### config.mk
export PLATFORM = sky130hd
export DESIGN_NAME = imem_loader
export DESIGN_NICKNAME = d
export VERILOG_FILES = /design/src/rtl/imem_pkg.sv /design/src/rtl/imem_word_packer.sv /design/src/rtl/imem_loader.sv
export SDC_FILE = /design/constraint.sdc
export NUM_CORES = 1
export LEC_CHECK = 0
export CAP_MARGIN = 40
export CELL_PAD_IN_SITES_DETAIL_PLACEMENT = 0
export CELL_PAD_IN_SITES_GLOBAL_PLACEMENT = 1
export CORE_UTILIZATION = 34
export DETAILED_ROUTE_END_ITERATION = 12
export GPL_TIMING_DRIVEN = 0
export MAX_ROUTING_LAYER = met4
export PLACE_DENSITY = 0.7
export SLEW_MARGIN = 20
export SYNTH_ARGS = -nofsm -noshare
export SYNTH_HDL_FRONTEND = slang
export SYNTH_SLANG_ARGS = --single-unit
### constraint.sdc
create_clock -name clk -period 7.7 [get_ports clk]
set_input_delay 2.31 -clock clk [delete_from_list [all_inputs] [get_ports clk]]
set_output_delay 2.31 -clock clk [all_outputs]
set_load 0.05 [all_outputs]
### src/rtl/imem_pkg.sv
// Shared types and sizes for the instruction memory and its byte-stream loader.
package imem_pkg;

    localparam int IMEM_ADDR_W = 6;
    localparam int IMEM_DATA_W = 32;
    localparam int IMEM_DEPTH  = 1 << IMEM_ADDR_W;

    typedef enum logic [1:0] {
        IDLE  = 2'd0,
        RECV  = 2'd1,
        WRITE = 2'd2,
        DONE  = 2'd3
    } loader_state_t;

    function automatic int bytes_per_word(input int data_width);
        return data_width / 8;
    endfunction

endpackage

### src/rtl/imem_word_packer.sv
// Packs accepted bytes little-endian into one word; flags word completion and
// remembers whether the final program byte has been seen.
module imem_word_packer
    import imem_pkg::*;
#(
    parameter int DATA_WIDTH = IMEM_DATA_W
) (
    input  logic                  clk,
    input  logic                  reset,
    input  logic                  clear,
    input  logic                  accept,
    input  logic [7:0]            byte_data,
    input  logic                  byte_last,
    output logic [DATA_WIDTH-1:0] word,
    output logic                  word_complete,
    output logic                  last_seen
);

    localparam int BYTES = bytes_per_word(DATA_WIDTH);
    localparam int IDX_W = (BYTES > 1) ? $clog2(BYTES) : 1;
    localparam logic [IDX_W-1:0] LAST_IDX = IDX_W'(BYTES - 1);

    logic [IDX_W-1:0] idx_reg;
    logic             last_reg;

    always_ff @(posedge clk or posedge reset) begin
        if (reset) begin
            idx_reg  <= '0;
            last_reg <= 1'b0;
        end else if (clear) begin
            idx_reg  <= '0;
            last_reg <= 1'b0;
        end else if (accept) begin
            idx_reg <= idx_reg + IDX_W'(1);
            if (byte_last)
                last_reg <= 1'b1;
        end
    end

    // One register per byte lane; unfilled lanes stay zero, which gives the padding.
    genvar gi;
    generate
        for (gi = 0; gi < BYTES; gi++) begin : g_lane
            logic [7:0] lane_reg;

            always_ff @(posedge clk or posedge reset) begin
                if (reset)
                    lane_reg <= 8'h00;
                else if (clear)
                    lane_reg <= 8'h00;
                else if (accept && idx_reg == IDX_W'(gi))
                    lane_reg <= byte_data;
            end

            assign word[8*gi +: 8] = lane_reg;
        end
    endgenerate

    assign word_complete = accept && (idx_reg == LAST_IDX || byte_last);
    assign last_seen     = last_reg;

endmodule

### src/rtl/imem_loader.sv
// Loads a program byte stream into instruction memory, one write per packed word.
// Define IMEM_LOADER_CHECKSUM_EN to accumulate a wrapping sum of written words.
module imem_loader
    import imem_pkg::*;
#(
    parameter int DATA_WIDTH = IMEM_DATA_W,
    parameter int ADDR_WIDTH = IMEM_ADDR_W
) (
    input  logic                  clk,
    input  logic                  reset,
    input  logic                  start,
    input  logic                  byte_valid,
    input  logic [7:0]            byte_data,
    input  logic                  byte_last,
    output logic                  byte_ready,
    output logic                  wr_en,
    output logic [ADDR_WIDTH-1:0] wr_addr,
    output logic [DATA_WIDTH-1:0] wr_data,
    output logic                  busy,
    output logic                  done,
    output logic [ADDR_WIDTH:0]   word_count,
    output logic                  overflow_err,
    output logic [DATA_WIDTH-1:0] checksum
);

    loader_state_t state_reg, state_next;

    logic [ADDR_WIDTH-1:0] addr_reg;
    logic [ADDR_WIDTH-1:0] wr_addr_hold_reg;
    logic [DATA_WIDTH-1:0] wr_data_hold_reg;
    logic [ADDR_WIDTH:0]   word_count_reg;
    logic                  overflow_reg;

    logic [DATA_WIDTH-1:0] word_buf;
    logic                  word_complete;
    logic                  last_seen;
    logic                  accept;
    logic                  start_load;
    logic                  in_write;

    assign in_write   = (state_reg == WRITE);
    assign start_load = start && (state_reg == IDLE || state_reg == DONE);
    assign accept     = byte_valid && byte_ready;

    // Clearing in every WRITE cycle is safe: the word is consumed that cycle and
    // the last flag only matters for the WRITE decision, already made by then.
    imem_word_packer #(
        .DATA_WIDTH(DATA_WIDTH)
    ) u_packer (
        .clk          (clk),
        .reset        (reset),
        .clear        (start_load || in_write),
        .accept       (accept),
        .byte_data    (byte_data),
        .byte_last    (byte_last),
        .word         (word_buf),
        .word_complete(word_complete),
        .last_seen    (last_seen)
    );

    always_ff @(posedge clk or posedge reset) begin
        if (reset)
            state_reg <= IDLE;
        else
            state_reg <= state_next;
    end

    always_comb begin
        state_next = state_reg;
        case (state_reg)
            IDLE, DONE: if (start)         state_next = RECV;
            RECV:       if (word_complete) state_next = WRITE;
            WRITE: begin
                if (last_seen || addr_reg == '1)
                    state_next = DONE;
                else
                    state_next = RECV;
            end
            default:                       state_next = IDLE;
        endcase
    end

    always_comb begin
        byte_ready = (state_reg == RECV);
        wr_en      = in_write;
        busy       = (state_reg == RECV) || in_write;
        done       = (state_reg == DONE);
        wr_addr    = in_write ? addr_reg : wr_addr_hold_reg;
        wr_data    = in_write ? word_buf : wr_data_hold_reg;
    end

    always_ff @(posedge clk or posedge reset) begin
        if (reset) begin
            addr_reg         <= '0;
            wr_addr_hold_reg <= '0;
            wr_data_hold_reg <= '0;
            word_count_reg   <= '0;
            overflow_reg     <= 1'b0;
        end else if (start_load) begin
            addr_reg       <= '0;
            word_count_reg <= '0;
            overflow_reg   <= 1'b0;
        end else if (in_write) begin
            wr_addr_hold_reg <= addr_reg;
            wr_data_hold_reg <= word_buf;
            word_count_reg   <= word_count_reg + (ADDR_WIDTH+1)'(1);
            if (!last_seen) begin
                if (addr_reg == '1)
                    overflow_reg <= 1'b1;
                else
                    addr_reg <= addr_reg + ADDR_WIDTH'(1);
            end
        end
    end

    assign word_count   = word_count_reg;
    assign overflow_err = overflow_reg;

`ifdef IMEM_LOADER_CHECKSUM_EN
    logic [DATA_WIDTH-1:0] checksum_reg;

    always_ff @(posedge clk or posedge reset) begin
        if (reset)
            checksum_reg <= '0;
        else if (start_load)
            checksum_reg <= '0;
        else if (in_write)
            checksum_reg <= checksum_reg + word_buf;
    end

    assign checksum = checksum_reg;
`else
    assign checksum = '0;
`endif

endmodule

==> results.yml, run 1 <==
finish:
  layout.core_utilization_pct: 45.1
  stdcell_count: 700
  nets: 546
  final_design_area_no_fill_um2: 5690
  multiInputGateArea_um2: 1930
  final.fill_count: 1264
  sequential_cell_area_um2: 2230
  antenna-diode-count: 0
  flow.area_growth_from_synthesis_pct: 29.5
  post_route_cells_drive_above_1_share_pct: 25.8
worst_setup_path:
  worst-endpoint-arrival_ns: 2.79
  cp-start-kind: "flop"
  slowest_stage: "clkdlybuf4s50_1"
  crit_path_max_incr_delay_ns: 0.71
  crit_path_cell_trace: "inv_1 -> ha_1 -> buf_4 -> buf_4 -> mux2_2 -> clkdlybuf4s50_1"
  cp_most_frequent_cell: "buf_4"
  worstPathMaxFanout: 10
  setup.worst_path.end_class: "output pin"
  regToRegStartpoint: "state_reg[0]$_DFFE_PP0P_"
  critical_path_class: "flop to output pin"
  critical_path_required_ns: 5.39
  critPathLaunch: "state_reg[0]$_DFFE_PP0P_"
timing:
  max_slew_margin_pct: 62.2
  clock.fmax_mhz: 196
  finalSetupViolations: 0
  setup_tns_ns: 0
  slew_violations: 0
  timing.final.crit_period_ns: 5.10
  rsz_0062_raised_after_global_routing: "no"
  period_share_pct: 66.3
  finalHoldViolCount: 0
  tightest_slew_ns: 0.566
  post-route-worst-setup-slack_ns: 2.60
  final.hold.worst_slack_ns: 0.503
  finalClockSkew_ns: 0.00671
logic_synthesis:
  synth-async-reset-ratio_pct: 100
  synth-xor-area-share_pct: 1.39
  postSynthRegisterBits: 89
  synth_top_family_by_area: "multiplexers"
  synth.top_cells.by_area: "dfrtp_1 (51%), mux2_2 (18%), nor2_1 (11%)"
  post-synth-top-area-cell: "dfrtp_1"
  syn_area_um2: 4400
  count_of_flip_flops_with_a_built_in_enable_after_synthesis: 0
  postSynthAreaPerCell_um2: 10.5
  post_synth_fa_ha_maj_area_fraction_pct: 2.56
  yosys_most_used_dff: "dfrtp_1"
  synth.cells.most_frequent: "nor2_1 (127), dfrtp_1 (89), mux2_2 (70), buf_4 (37), and2_1 (11)"
  yosys-mux-area-fraction_pct: 18.8
  post_synth_inst_count: 419
  yosysMostFrequentCell: "nor2_1"
  yosysWarningCount: 0
  synth_top_area_share_pct: 50.7
  post_synthesis_compound_gate_area_fraction_pct: 2.16
  ys_seq_area_share_pct: 50.7
  synth_cell_type_count: 31
  yosys.area_share.simple_pct: 16.1
floorplan:
  die_w_um: 116
  height_of_the_die_um: 116
  die_area_um2: 13400
  io_pins: 95
  floorplan.initialDensity_pct: 34.8
  floorplan.rows: 41
  coreArea_um2: 12600
min_path:
  worst_hold_startpoint: "u_packer.g_lane[3].lane_reg[6]$_DFFE_PP0P_"
  hold_path.class: "flop to flop"
placement:
  postPlaceCellArea_um2: 5380
  dp_hpwl_um: 6990
  gpl.final_weighted_congestion: 0.766
  pre_cts_setup_slack_ns: 2.93
  placed_cell_count: 685
  portBuffers: 62
power:
  power.density_nw_per_um2: 507
  irDropWorstVdd_uv: 260
  design_power_total_mw: 2.88
  cellLeakagePower_nw: 2.56
cts:
  clk_pin_slew_worst_paths_ns: 0.07
  worst_skew_pair.late_latency_ns: 0.34
  cts_htree_levels: 3
  post_cts_setup_repair_buffer_count: 0
  cts_made_buffers: 9
  holdBufCountCts: 0
  cts_repair_resize_count: 0
  ctsLongestPathBuffers: 2
  clock_tree.root_cell: "clkbuf_16"
  cts_sinks: 89
  tritoncts: "built"
detailed_routing:
  viasPerCell: 4.41
  via_count: 3090
  detail_route.drc_violations: 0
  routed_wl_per_cell_um: 14.4
  detail-route-antenna-nets: 0
  wl_um: 10100
  dr.first_iter.drc_count: 117
  firstDrtPassIters: 4
grt:
  grt_pass1_vias: 3112
  grt.overflow.total: 0
  grt_start_max_net_pins: 65
  grt_pass1_wl_um: 16500
  grt_antenna_before_repair: 0
  tot_gr_track_use_pct: 17.1
job:
  max_cap_violations: 0
status:
  status: "finished, final reports clean"
logic make-up (layout without fill, tap and decap cells):
kind of cell,count (synthesis),in the layout
adders and majority gates,9,9
and+or+nand+nor,167,167
muxes,74,74
AOI/OAI and AO/OA,16,16
other,1,32
buffers and inverters,56,134
xor gates and xnor gates,7,7
DFF,89,89
cell usage in the layout (no fill, tap or decap), types with 6 or more instances in the layout:
cell             instances
nor2_1                 127
dfrtp_1                 89
mux2_2                  70
clkdlybuf4s50_1         62
buf_4                   37
conb_1                  32
and2_1                  11
nand2_1                  9
ha_1                     9
clkbuf_16                9
buf_2                    8
a21oi_1                  6
inv_1                    6
power breakdown:
group          switching (mW)  total (mW)  internal (mW)
clock network           0.182       0.465          0.283
logic                    1.04        1.65          0.611
registers               0.101       0.769          0.669
total                    1.32        2.88           1.56
worst paths after layout:
check / end / cells past startpoint / slack [ns]
max in group asynchronous: wr_data_hold_reg[28]$_DFFE_PP0N_ / 3 / 4.80
worst max-delay path: wr_data[17] / 6 / 2.60
worst max register to register: wr_data_hold_reg[17]$_DFFE_PP0N_ / 7 / 5.70
worst min-delay path: u_packer.g_lane[3].lane_reg[6]$_DFFE_PP0P_ / 1 / 0.50
min in group asynchronous: wr_data_hold_reg[15]$_DFFE_PP0N_ / 2 / 2.30
worst min register to register: u_packer.g_lane[3].lane_reg[6]$_DFFE_PP0P_ / 1 / 0.50
final cells by class:
type | instances | share of cell area [%]
clock inverter | 5 | 1.43
sequential | 89 | 39.1
multi-input combinational | 305 | 33.8
clock buffer | 10 | 4.02
tap | 172 | 3.78
timing repair buffer | 63 | 11.4
inverter | 7 | 0.550
buffer | 49 | 5.85
metal layers:
layer | wire, um | GRT usage (%) | up-vias
met2 | 4960 | 27.9 | 73
met4 | 178 | 6.32 | 0
met3 | 344 | 3.29 | 16
met1 | 4630 | 21.1 | 1483
li1 | - | - | 1518
met5 | 0 | - | -
critical path: cells and delay by family (launching register included):
| kind | cells | cell delay, ns |
|---|---|---|
| adders and majority gates | 1 | 0.35 |
| buffers and inverters | 4 | 1.31 |
| DFF | 1 | 0.40 |
| muxes | 1 | 0.40 |
Power figures use the tool's default switching activity.
==> inputs of run 2 (changes only) <==
- clock period: 7.7 -> 5.2 ns (I/O delays scaled with it)
==> results of run 2 <==
The final DEF is identical to that of run 1. Status: finished, final reports clean.
Among the figures that moved: setup slack after placement 2.93 ns -> 1.18 ns; setup slack after layout 2.60 ns -> 0.845 ns; register-to-register setup slack 5.70 ns -> 3.20 ns; total power 2.88 mW -> 4.27 mW; worst IR drop on VDD 260 uV -> 385 uV
